**src/rtl/bcd_pkg.sv**
```systemverilog
// rtl/bcd_pkg.sv - shared BCD digit type, seven-segment table and digit-select constants
package bcd_pkg;

   typedef logic [3:0] bcd_t;

   localparam bcd_t BCD_MAX = 4'd9;

   // Active-low one-hot digit selects: units, tens, hundreds
   localparam logic [2:0] AN_D0 = 3'b110;
   localparam logic [2:0] AN_D1 = 3'b101;
   localparam logic [2:0] AN_D2 = 3'b011;

   localparam logic [6:0] SEG_DASH = 7'b0111111;

   // Active-low segments {g,f,e,d,c,b,a}; anything outside 0..9 shows a dash
   function automatic logic [6:0] bcd_to_seg(input bcd_t d);
      logic [6:0] s;
      case (d)
         4'd0:    s = 7'b1000000;
         4'd1:    s = 7'b1111001;
         4'd2:    s = 7'b0100100;
         4'd3:    s = 7'b0110000;
         4'd4:    s = 7'b0011001;
         4'd5:    s = 7'b0010010;
         4'd6:    s = 7'b0000010;
         4'd7:    s = 7'b1111000;
         4'd8:    s = 7'b0000000;
         4'd9:    s = 7'b0010000;
         default: s = SEG_DASH;
      endcase
      return s;
   endfunction

endpackage

```
**src/rtl/bcd_digit.sv**
```systemverilog
// rtl/bcd_digit.sv - one BCD decade: counts 0..9 on inc, carry is combinational lookahead
module bcd_digit
   import bcd_pkg::*;
(
   input  logic       clk,
   input  logic       ar,
   input  logic       inc,
   output logic [3:0] q,
   output logic       carry
);

   bcd_t r_q;

   assign carry = inc && (r_q == BCD_MAX);
   assign q     = r_q;

   always_ff @(posedge clk or negedge ar) begin
      if (!ar) begin
         r_q <= '0;
      end else if (inc) begin
         r_q <= (r_q == BCD_MAX) ? '0 : r_q + 4'd1;
      end
   end

endmodule

```
**src/rtl/bcd_ctr3.sv**
```systemverilog
// rtl/bcd_ctr3.sv - prescaled 3-digit saturating BCD counter; BCD_CTR3_SEG_MUX_EN adds
// a multiplexed seven-segment driver (an/seg ports)
module bcd_ctr3
   import bcd_pkg::*;
#(
   parameter int unsigned DIV      = 10000,
   parameter int unsigned SCAN_DIV = 10000
)(
   input  logic       clk,
   input  logic       ar,
   input  logic       en,
   output logic [3:0] d0,
   output logic [3:0] d1,
   output logic [3:0] d2,
   output logic       ovf
`ifdef BCD_CTR3_SEG_MUX_EN
   ,
   output logic [2:0] an,
   output logic [6:0] seg
`endif
);

   if (DIV < 2 || DIV > 65535 || SCAN_DIV < 2 || SCAN_DIV > 65535) begin : g_bad_param
      $error("bcd_ctr3: DIV and SCAN_DIV must lie in 2..65535");
   end

   localparam logic [15:0] PRE_LAST = 16'(DIV - 1);

   logic [15:0] r_pre;
   logic        r_ovf;
   logic        w_tick;
   logic        w_full;
   logic        w_inc;
   logic        w_c0;
   logic        w_c1;
   logic        w_c2;
   logic [3:0]  w_d0;
   logic [3:0]  w_d1;
   logic [3:0]  w_d2;

   assign w_tick = en && (r_pre == PRE_LAST);
   assign w_full = (w_d0 == BCD_MAX) && (w_d1 == BCD_MAX) && (w_d2 == BCD_MAX);
   // Increments are suppressed at 999 so the digits saturate instead of rolling to 000
   assign w_inc  = w_tick && !w_full;

   bcd_digit u_d0 (.clk(clk), .ar(ar), .inc(w_inc), .q(w_d0), .carry(w_c0));
   bcd_digit u_d1 (.clk(clk), .ar(ar), .inc(w_c0),  .q(w_d1), .carry(w_c1));
   bcd_digit u_d2 (.clk(clk), .ar(ar), .inc(w_c1),  .q(w_d2), .carry(w_c2));

   always_ff @(posedge clk or negedge ar) begin
      if (!ar) begin
         r_pre <= '0;
         r_ovf <= 1'b0;
      end else if (en) begin
         r_pre <= (r_pre == PRE_LAST) ? '0 : r_pre + 16'd1;
         // A hundreds carry would mean a rollover slipped past the saturation gate
         r_ovf <= r_ovf || (w_tick && w_full) || w_c2;
      end
   end

   assign d0  = w_d0;
   assign d1  = w_d1;
   assign d2  = w_d2;
   assign ovf = r_ovf;

`ifdef BCD_CTR3_SEG_MUX_EN
   localparam logic [15:0] SCAN_LAST = 16'(SCAN_DIV - 1);

   logic [15:0] r_scan;
   logic [2:0]  r_an;
   logic [6:0]  r_seg;
   logic [2:0]  w_an_next;
   logic [3:0]  w_sel;

   always_comb begin
      w_an_next = r_an;
      if (r_scan == SCAN_LAST) begin
         w_an_next = {r_an[1:0], r_an[2]};
      end
      case (w_an_next)
         AN_D1:   w_sel = w_d1;
         AN_D2:   w_sel = w_d2;
         default: w_sel = w_d0;
      endcase
   end

   // Segments are decoded against the upcoming select so an and seg change together
   always_ff @(posedge clk or negedge ar) begin
      if (!ar) begin
         r_scan <= '0;
         r_an   <= AN_D0;
         r_seg  <= bcd_to_seg(4'd0);
      end else begin
         r_scan <= (r_scan == SCAN_LAST) ? '0 : r_scan + 16'd1;
         r_an   <= w_an_next;
         r_seg  <= r_ovf ? SEG_DASH : bcd_to_seg(w_sel);
      end
   end

   assign an  = r_an;
   assign seg = r_seg;
`endif

endmodule

```
**config.mk**
```make
export PLATFORM = sky130hd
export DESIGN_NAME = bcd_ctr3
export DESIGN_NICKNAME = d
export VERILOG_FILES = /design/src/rtl/bcd_pkg.sv /design/src/rtl/bcd_digit.sv /design/src/rtl/bcd_ctr3.sv
export SDC_FILE = /design/constraint.sdc
export NUM_CORES = 1
export LEC_CHECK = 0
export BUFFER_PORTS_ARGS = -buffer_cell sky130_fd_sc_hd__buf_2
export CAP_MARGIN = 20
export CORE_MARGIN = 1.5
export CORE_UTILIZATION = 57
export DETAILED_ROUTE_END_ITERATION = 10
export GPL_ROUTABILITY_DRIVEN = 1
export PLACE_DENSITY_LB_ADDON = 0.05
export SLEW_MARGIN = 20
export SYNTH_ARGS = -nofsm -noshare
export SYNTH_HDL_FRONTEND = slang
export SYNTH_SLANG_ARGS = --single-unit
```
**constraint.sdc**
```tcl
create_clock -name clk -period 2 [get_ports clk]
set_input_delay 0 -clock clk [delete_from_list [all_inputs] [get_ports clk]]
set_output_delay 0 -clock clk [all_outputs]
set_load 0.005 [all_outputs]
```
==> results of run 1 <==
[cells in the mapped netlist (2+ instances only)]
cell type   n
and3_1      4
nor4b_4     2
nand2_1    13
o21ai_0     7
nor3_1      2
nor2_1      9
xor2_1      5
and4_1      5
a31oi_1     2
xnor2_1    13
dfrtp_1    29
nand3_1     7
o31ai_1     2
nand4_1     5
a21oi_1     3
inv_1       6
nor2b_1     2
[worst max-delay path, stage by stage (launching register included)]
cell and delay (ns):
dfrtp_1 0.40, ha_1 0.23, and4bb_2 0.30, and4_1 0.34, nand3_1 0.14, mux2_4 0.32
[final timing paths]
kind                       cells after the start                    end  slack (ns)
setup / recovery                               5  u_d2.q[0]$_DFFE_PN0P_        0.18
hold / removal                                 2  u_d1.q[0]$_DFFE_PN0P_        0.23
setup reg to reg                               5  u_d2.q[0]$_DFFE_PN0P_        0.18
hold reg to reg                                1        ovf$_DFFE_PN0P_        0.48
max in group asynchronous                      2  r_pre[10]$_DFFE_PN0P_        1.34
min in group clk                               1        ovf$_DFFE_PN0P_        0.48
[cells by family (layout without fill, tap and decap cells)]
logic type / Yosys count / count (layout) / synth area share
AO/OA/AOI/OAI: 19 / 19 / 0.0827
XOR/XNOR: 18 / 18 / 0.103
adder cells (fa/ha/maj): 1 / 1 / 0.00819
buffers and inverters: 8 / 31 / 0.0221
flip-flops: 29 / 29 / 0.475
multiplexers: 3 / 3 / 0.0237
AND/OR/NAND/NOR: 62 / 62 / 0.285
[per-stage QoR]
stage	setup slack (ns)	std cells	instance area [um2]
4_1_cts	0.169	193	1710
6_report	0.177	193	1710
2_1_floorplan	0.321	140	1530
3_3_place_gp	0.240	184	1640
3_5_place_dp	0.178	184	1640
5_1_grt	0.0586	193	1710
[timing repair]
| action | 4_1_cts | 5_1_grt |
|---|---|---|
| endpoints found under the hold margin | 32 | 0 |
| buffers inserted | 0 | 0 |
| hold buffers | 2 | 0 |
[cell type report]
type                            count  area (um2)  area share
Clock buffer                        7        55.1      0.0322
Tap cell                           30        37.5      0.0219
Inverter                            6        22.5      0.0132
Multi-Input combinational cell    103         768       0.449
Sequential cell                    29         726       0.424
Timing Repair Buffer               18         103      0.0599
[registers in the layout (all words and copies together) (netlist names)]
register	count
r_pre	16
u_d0.q	4
u_d1.q	4
u_d2.q	4
ovf	1
[power by group through the flow]
stage	sequential, uW	combinational (uW)	clock (uW)
finish	725	167	364
global route	735	189	397
CTS	724	170	375
detailed placement	734	167	0
global placement	731	158	0
floorplan	714	117	0
[metal layers]
metal | share of wire | up-vias | wire, um | track usage
li1 | - | 549 | - | -
met1 | 0.44 | 538 | 1280 | 0.272
met2 | 0.50 | 28 | 1460 | 0.389
met3 | 0.038 | 5 | 111 | 0.0574
met4 | 0.018 | 0 | 52 | 0.150
met5 | 0 | - | 0 | 0
==> impl_metrics.ini, run 1 <==
[logic_synthesis]
ys.flop_type = dfrtp_1
netlist_area_um2 = 1530
synth_edf_count = 0
synth_cell_types = 41
synth_seq_cells = 29
yosys_warnings = 0
synth_nets = 144
synth_cells = 140
yosysSeqAreaShare = 0.475
synthArstFlopShare = 1.00
synthTopCellsByArea = dfrtp_1 48%, xnor2_1 7.5%, nand2_1 3.2%
yosys.area.top_type = dfrtp_1
post-synth-top-area-fraction = 0.475
avgSynthCellArea_um2 = 10.9

[pwr]
leakagePower_uw = 0.000802
combPwrFrac = 0.133
p_sw_frac = 0.286
power_uw = 1260
clockPowerShare = 0.290
seqPwrFrac = 0.577
ir_worst_vdd_v = 0.000667
powerDensity_nw_per_um2 = 734
p_int_uw = 897
switching_power_uw = 359

[clock_tree]
cts_buffers = 5
cts_sinks = 29
clk_latency_ns = 0.34
cts_max_level = 2
post_cts_resized = 0
tritoncts = done
cts_buffer_depth = 2
clkTransAtPathRegs_ns = 0.09
cts_root_buf = clkbuf_4

[placed_design]
portBuffers = 15
gp_congestion = 0.783
hpwl_um = 2040

[sta]
slew_viol_final = 0
rsz0062_at_grt = no
tns_ns = 0
finClkSkew_ns = 0.0134
max_freq_mhz = 549
finalSetupViolations = 0
hold_slack_ns = 0.226
hold_viol = 0
relSlewSlack = 0.577
worst_pin_slew_ns = 0.635
finalCritPeriodShare = 0.911
fin_crit_ns = 1.82

[setup_path]
r2r_start = r_pre[0]$_DFFE_PN0P_
start_kind = flop
crit_path_end_kind = flop
crit_arrival_ns = 2.05
critPathRequiredTime_ns = 2.23
crit_start = r_pre[0]$_DFFE_PN0P_
cp_max_fo = 7
critPathKind = reg -> reg

[global_routing]
grt_max_degree = 30
grt_pass1_vias = 1092
grt.total_usage = 0.236
grt_antenna_before_repair = 0
grt_pass1_wl_um = 4860
globalRouteOverflowTotal = 0

[finish]
final_cell_mix = 29 x dfrtp_1, 15 x buf_2, 13 x nand2_1, 13 x xnor2_1, 9 x nor2_1
antenna_cells = 0
syn2layout_area_growth_pct = 12.0
fillers = 196
final_util = 0.685
layout_commonest_cell = dfrtp_1
fin_nets = 167
drive_above_1_share = 0.215

[floorplan]
die_h_um = 54.8
std_cell_rows = 18
chipWidth_um = 54.8
core_um2 = 2500
die-area_um2 = 3000
num_io_pins = 16
start_util = 0.611

[drt]
antenna_left = 0
drc = 0
drt_pre_antenna_iters = 4
vias = 1120
wl_per_cell_um = 15.0
drt_wl_total_um = 2900
first_iter_violations = 11
viasPerCell = 5.80

[flow_run]
max_cap_violations = 0

[hold_path]
min_path_type = in -> async

[run_status]
status = complete, no violations
Power figures use the tool's default switching activity.
==> run 2: changes to the inputs <==
--- a/config.mk
+++ b/config.mk
@@ -15,4 +15,5 @@
 export SLEW_MARGIN = 20
 export SYNTH_ARGS = -nofsm -noshare
 export SYNTH_HDL_FRONTEND = slang
+export SYNTH_HIERARCHICAL = 1
 export SYNTH_SLANG_ARGS = --single-unit
==> run 2 against run 1 <==
Net effect: the flow now finishes with violations (negative setup slack); global-route usage grew 4.2 points; die area is 4.9% lower; synthesized cell count down 4.3%.
==> impl_metrics.ini, run 2 <==
[run_status]
status = finished with violations
violations = negative setup slack

[logic_synthesis]
post-synth-top-area-fraction = 0.501
synth_nets = 138
yosysSeqAreaShare = 0.501
yosys_warnings = 6
ys.flop_type = dfrtp_1
synthArstFlopShare = 1.00
synth_seq_cells = 29
synth_common_cells = 29 x dfrtp_1, 11 x xnor2_1, 10 x nand3_1
synth_cells = 134
synthTopCellsByArea = dfrtp_1 50%, xnor2_1 6.6%, xor2_1 4.2%
avgSynthCellArea_um2 = 10.8
synth_cell_types = 35
netlist_area_um2 = 1450
yosysMostFrequentCell = dfrtp_1
yosys.area.top_type = dfrtp_1
synth_edf_count = 0

[hold_path]
hold_end = r_pre[1]$_DFFE_PN0P_
whs_path_depth = 3
min_path_type = in -> reg
min_from = en

[setup_path]
cp_max_fo = 3
crit_path_end_kind = flop
critPathKind = reg -> reg
r2r_start = r_pre[4]$_DFFE_PN0P_
timing.rr.end = ovf$_DFFE_PN0P_
start_kind = flop
slowest_stage = or4b_4
slowest_delay_ns = 0.56
ff2ff_setup_slack_ns = -0.56
critPathRequiredTime_ns = 2.28
crit_arrival_ns = 2.84
r2r_cells = 11
path_cells = or4b_4 -> nor4b_4 -> and2_4 -> nand2_4 -> nor3b_4 -> nand2_2 -> nor3b_4 -> nand2_2 -> nor3b_2 -> o21bai_1 -> a21o_1

[flow_run]
max_cap_violations = 0

[clock_tree]
cts_root_buf = clkbuf_4
tritoncts = done
cts_buffer_depth = 2
clkTransAtPathRegs_ns = 0.09
cts_max_level = 2
cts_sinks = 29
cts_buffers = 5
clk_latency_ns = 0.34

[finish]
layout_commonest_cell = buf_4
final_cell_mix = 39 x buf_4, 29 x dfrtp_1, 15 x buf_2
fin_nets = 199
antenna_cells = 0
largest_reg_flops = 16
syn2layout_area_growth_pct = 36.5
final_cell_area_um2 = 1980
drive_above_1_share = 0.423
regMostFlops = r_pre

[sta]
hold_viol = 0
max_freq_mhz = 391
finalSetupViolations = 9
tns_ns = -3.71
finalCritPeriodShare = 1.28
slew_viol_final = 0
finClkSkew_ns = 0.00509
setup_slack_ns = -0.561
fin_crit_ns = 2.56
worst_pin_slew_ns = 0.629
relSlewSlack = 0.581
hold_slack_ns = 0.0224
rsz0062_at_grt = yes

[drt]
antenna_left = 0
drc = 0
vias = 1233
first_iter_violations = 12
drt_wl_total_um = 3340
drt_pre_antenna_iters = 3
wl_per_cell_um = 14.8
viasPerCell = 5.46

[floorplan]
die_h_um = 53.4
start_util = 0.596
num_io_pins = 16
die-area_um2 = 2850
std_cell_rows = 18
chipWidth_um = 53.4
core_um2 = 2430

[global_routing]
grt_max_degree = 30
grt_pass1_vias = 1203
grt.total_usage = 0.278
globalRouteOverflowTotal = 0
grt_pass1_wl_um = 5360
grt_antenna_before_repair = 0

[pwr]
p_int_uw = 879
clockPowerShare = 0.283
leakagePower_uw = 0.00106
p_sw_frac = 0.293
switching_power_uw = 364
seqPwrFrac = 0.534
combPwrFrac = 0.182
power_uw = 1240
powerDensity_nw_per_um2 = 629
ir_worst_vdd_v = 0.000641

[placed_design]
dpl_worst_slack_ns = -0.536
place_area_um2 = 1870
hpwl_um = 2350
portBuffers = 15
gp_congestion = 0.846
[run 2: changes by cell type after synthesis, moves of 4 or more]
cell      change
o21ai_1       +4
inv_1         -4
and4_1        -4
nand2_1       -4
nor4bb_1      +4
[run 2: critical path, delay by kind of cell, from the launching register on]
kind             cells  cell delay, ns
AND/OR/NAND/NOR      9            1.88
flip-flops           1            0.40
AO/OA/AOI/OAI        2            0.24
[run 2: cell families after synthesis]
family                     after synthesis  share of synthesized area
AOI/OAI and AO/OA                       14                     0.0570
xor gates and xnor gates                18                      0.109
adders and majority gates                1                    0.00863
buffers and inverters                    3                    0.00777
DFF                                     29                      0.501
muxes                                    2                     0.0147
and+or+nand+nor                         67                      0.302
[run 2: layout make-up]
type	instances	area [um2]
Clock buffer	6	41.3
Clock inverter	2	10.0
Fill cell	158	454
Inverter	2	7.51
Multi-Input combinational cell	102	778
Sequential cell	29	726
Tap cell	30	37.5
Timing Repair Buffer	55	378
[run 2: how the worst max path moves through the flow]
stage	to	cells after the start	slack, ns	startpoint
finish	ovf$_DFFE_PN0P_	11	-0.56	r_pre[4]$_DFFE_PN0P_
global route	ovf$_DFFE_PN0P_	11	-0.67	r_pre[7]$_DFFE_PN0P_
CTS	ovf$_DFFE_PN0P_	11	-0.54	r_pre[14]$_DFFE_PN0P_
detailed placement	ovf$_DFFE_PN0P_	11	-0.54	r_pre[4]$_DFFE_PN0P_
global placement	ovf$_DFFE_PN0P_	11	-0.48	r_pre[4]$_DFFE_PN0P_
floorplan	ovf$_DFFE_PN0P_	11	-0.80	r_pre[4]$_DFFE_PN0P_
[run 2: power groups by stage]
stage | sequential (uW) | clock, uW | combinational [uW]
CTS | 665 | 356 | 228
global placement | 673 | 0 | 216
finish | 664 | 352 | 227
global route | 669 | 391 | 254
detailed placement | 677 | 0 | 224
floorplan | 702 | 0 | 76.7
[run 2: routing by layer]
metal | routed length, um | vias to the layer above | global-route usage
li1 | - | 605 | -
met1 | 1440 | 599 | 0.300
met2 | 1710 | 19 | 0.477
met3 | 97 | 10 | 0.0904
met4 | 99 | 0 | 0.145
met5 | 0 | - | 0
[run 2: repair_timing]
item,in CTS,in global routing
pin swaps,6,4
hold buffers,1,0
endpoints found under the setup margin,9,11
buffers inserted,3,2
gates cloned,0,0
gates resized for setup,8,1
hold endpoints to repair,29,0
[run 2: through the flow]
step,instances,util
after floorplan,134,-
after global placement,214,0.767
after detailed placement,214,0.767
after CTS,226,0.813
after global routing,226,0.813
final,226,0.813
==> run 3: changes to the inputs <==
--- a/config.mk
+++ b/config.mk
@@ -8,7 +8,8 @@
 export BUFFER_PORTS_ARGS = -buffer_cell sky130_fd_sc_hd__buf_2
 export CAP_MARGIN = 20
 export CORE_MARGIN = 1.5
-export CORE_UTILIZATION = 57
+export CORE_UTILIZATION = 60
+export CTS_BUF_LIST = sky130_fd_sc_hd__clkbuf_8
 export DETAILED_ROUTE_END_ITERATION = 10
 export GPL_ROUTABILITY_DRIVEN = 1
 export PLACE_DENSITY_LB_ADDON = 0.05
==> run 3 against run 2 <==
Net effect: the flow still finishes with violations (negative setup slack); fmax fell by 12%; sequential power is 0.9% higher; register-to-register slack lost 0.34 ns; cell count is the same; sequential share of layout area fell by 2.3 points; hold slack improved by 0.070 ns; sequential cell count stayed put; non-clock buffer count is 2 higher; design area up 6.8%; first-iteration DRC count rose to 7.1 times the previous value; critical endpoint is now u_d2/q[3]$_DFFE_PN0P_.
==> impl_metrics.ini, run 3 (synthesis gave the netlist of run 2 again) <==
[drt]
wl_per_cell_um = 21.9
drc = 0
vias = 1479
antenna_left = 0
drt_wl_total_um = 4950
viasPerCell = 6.54
drt_pre_antenna_iters = 5
first_iter_violations = 85

[clock_tree]
cts_max_level = 2
cts_buffers = 5
clkTransAtPathRegs_ns = 0.06
tritoncts = done
cts_root_buf = clkbuf_8
cts_sinks = 29
clk_latency_ns = 0.30
cts_buffer_depth = 2

[finish]
fin_nets = 201
largest_reg_flops = 16
regMostFlops = r_pre
layout_commonest_cell = buf_4
drive_above_1_share = 0.455
syn2layout_area_growth_pct = 45.9
seq_area_um2 = 726
final_cell_mix = 38 x buf_4, 29 x dfrtp_1, 15 x buf_2
antenna_cells = 0
final_util = 0.937
multi_input_comb_area_um2 = 825
fillers = 74

[floorplan]
start_util = 0.643
chipWidth_um = 52.1
die_h_um = 52.1
core_um2 = 2250
die-area_um2 = 2720
num_io_pins = 16
std_cell_rows = 17

[sta]
finalCritPeriodShare = 1.45
hold_slack_ns = 0.0925
tns_ns = -5.74
hold_viol = 0
worst_pin_slew_ns = 0.673
max_freq_mhz = 345
relSlewSlack = 0.547
rsz0062_at_grt = yes
fin_crit_ns = 2.90
finClkSkew_ns = 0.0145
finalSetupViolations = 12
setup_slack_ns = -0.897
slew_viol_final = 0

[setup_path]
crit_path_end_kind = flop
slowest_delay_ns = 0.57
start_kind = flop
ff2ff_setup_slack_ns = -0.90
r2r_start = r_pre[4]$_DFFE_PN0P_
cpMostUsedCell = nor3b_4
critPathKind = reg -> reg
r2r_cells = 12
timing.rr.end = u_d2/q[3]$_DFFE_PN0P_
critPathRequiredTime_ns = 2.23
slowest_stage = or4b_4
crit_arrival_ns = 3.13
path_cells = or4b_4 -> nor4b_4 -> and2_4 -> nand2_4 -> nor3b_4 -> nand2_2 -> nor3b_4 -> buf_4 -> buf_6 -> and4b_1 -> o21ai_1 -> nand2_1
cp_max_fo = 3

[global_routing]
grt_max_degree = 30
globalRouteOverflowTotal = 0
grt_pass1_vias = 1349
grt.total_usage = 0.338
grt_antenna_before_repair = 0
grt_pass1_wl_um = 6380

[pwr]
powerDensity_nw_per_um2 = 741
seqPwrFrac = 0.428
power_uw = 1570
leakagePower_uw = 0.00110
p_sw_frac = 0.268
clockPowerShare = 0.408
combPwrFrac = 0.164
p_int_uw = 1150
ir_worst_vdd_v = 0.000849
switching_power_uw = 420

[run_status]
violations = negative setup slack
status = finished with violations

[placed_design]
hpwl_um = 2570
dpl_worst_slack_ns = -0.607
portBuffers = 15
gp_congestion = 0.815

[hold_path]
min_path_type = in -> reg
min_from = en
hold_end = r_pre[1]$_DFFE_PN0P_
whs_path_depth = 3

[flow_run]
max_cap_violations = 0
## run 3: worst max path at each step
stage	startpoint	end	cells after the start
2_1_floorplan	r_pre[4]$_DFFE_PN0P_	ovf$_DFFE_PN0P_	11
3_3_place_gp	r_pre[4]$_DFFE_PN0P_	ovf$_DFFE_PN0P_	11
3_5_place_dp	r_pre[4]$_DFFE_PN0P_	u_d2/q[1]$_DFFE_PN0P_	11
4_1_cts	r_pre[14]$_DFFE_PN0P_	ovf$_DFFE_PN0P_	11
5_1_grt	r_pre[4]$_DFFE_PN0P_	u_d2/q[3]$_DFFE_PN0P_	12
6_report	r_pre[4]$_DFFE_PN0P_	u_d2/q[3]$_DFFE_PN0P_	12
## run 3: power by group through the flow
| stage | combinational, uW | clock [uW] | sequential (uW) |
|---|---|---|---|
| detailed placement | 224 | 0 | 676 |
| floorplan | 76.7 | 0 | 702 |
| global placement | 211 | 0 | 672 |
| finish | 256 | 639 | 670 |
| global route | 264 | 664 | 673 |
| CTS | 231 | 628 | 666 |
## run 3: critical path: cells and delay by family (launching register included)
family          cells  cell delay, ns
flops               1            0.39
buf+inv             2            0.24
compound gates      1            0.10
simple gates        9            2.09
## run 3: metrics by stage
stage / cells / instance area, um2
after floorplan: 134 / 1490
after global placement: 212 / 1860
after detailed placement: 212 / 1860
after CTS: 223 / 2040
after global routing: 226 / 2110
final: 226 / 2110
## run 3: timing repair
item                                   in CTS  in global routing
endpoints found under the hold margin      29                  0
setup buffers                               3                  6
pin swaps                                   6                  7
hold buffers                                1                  0
resized for setup                           9                 11
setup endpoints to repair                  10                 12
## run 3: final cells by class
| class | count | area share |
|---|---|---|
| sequential | 29 | 0.343 |
| clock inverter | 2 | 0.0160 |
| clock buffer | 6 | 0.0391 |
| multi-input combinational | 102 | 0.390 |
| tap | 28 | 0.0166 |
| inverter | 2 | 0.00355 |
| timing repair buffer | 57 | 0.191 |
## run 3: layer usage
metal | GRT usage | share of wire
met4 | 0.167 | 0.050
met2 | 0.608 | 0.51
met5 | 0 | 0
met1 | 0.352 | 0.37
met3 | 0.103 | 0.071
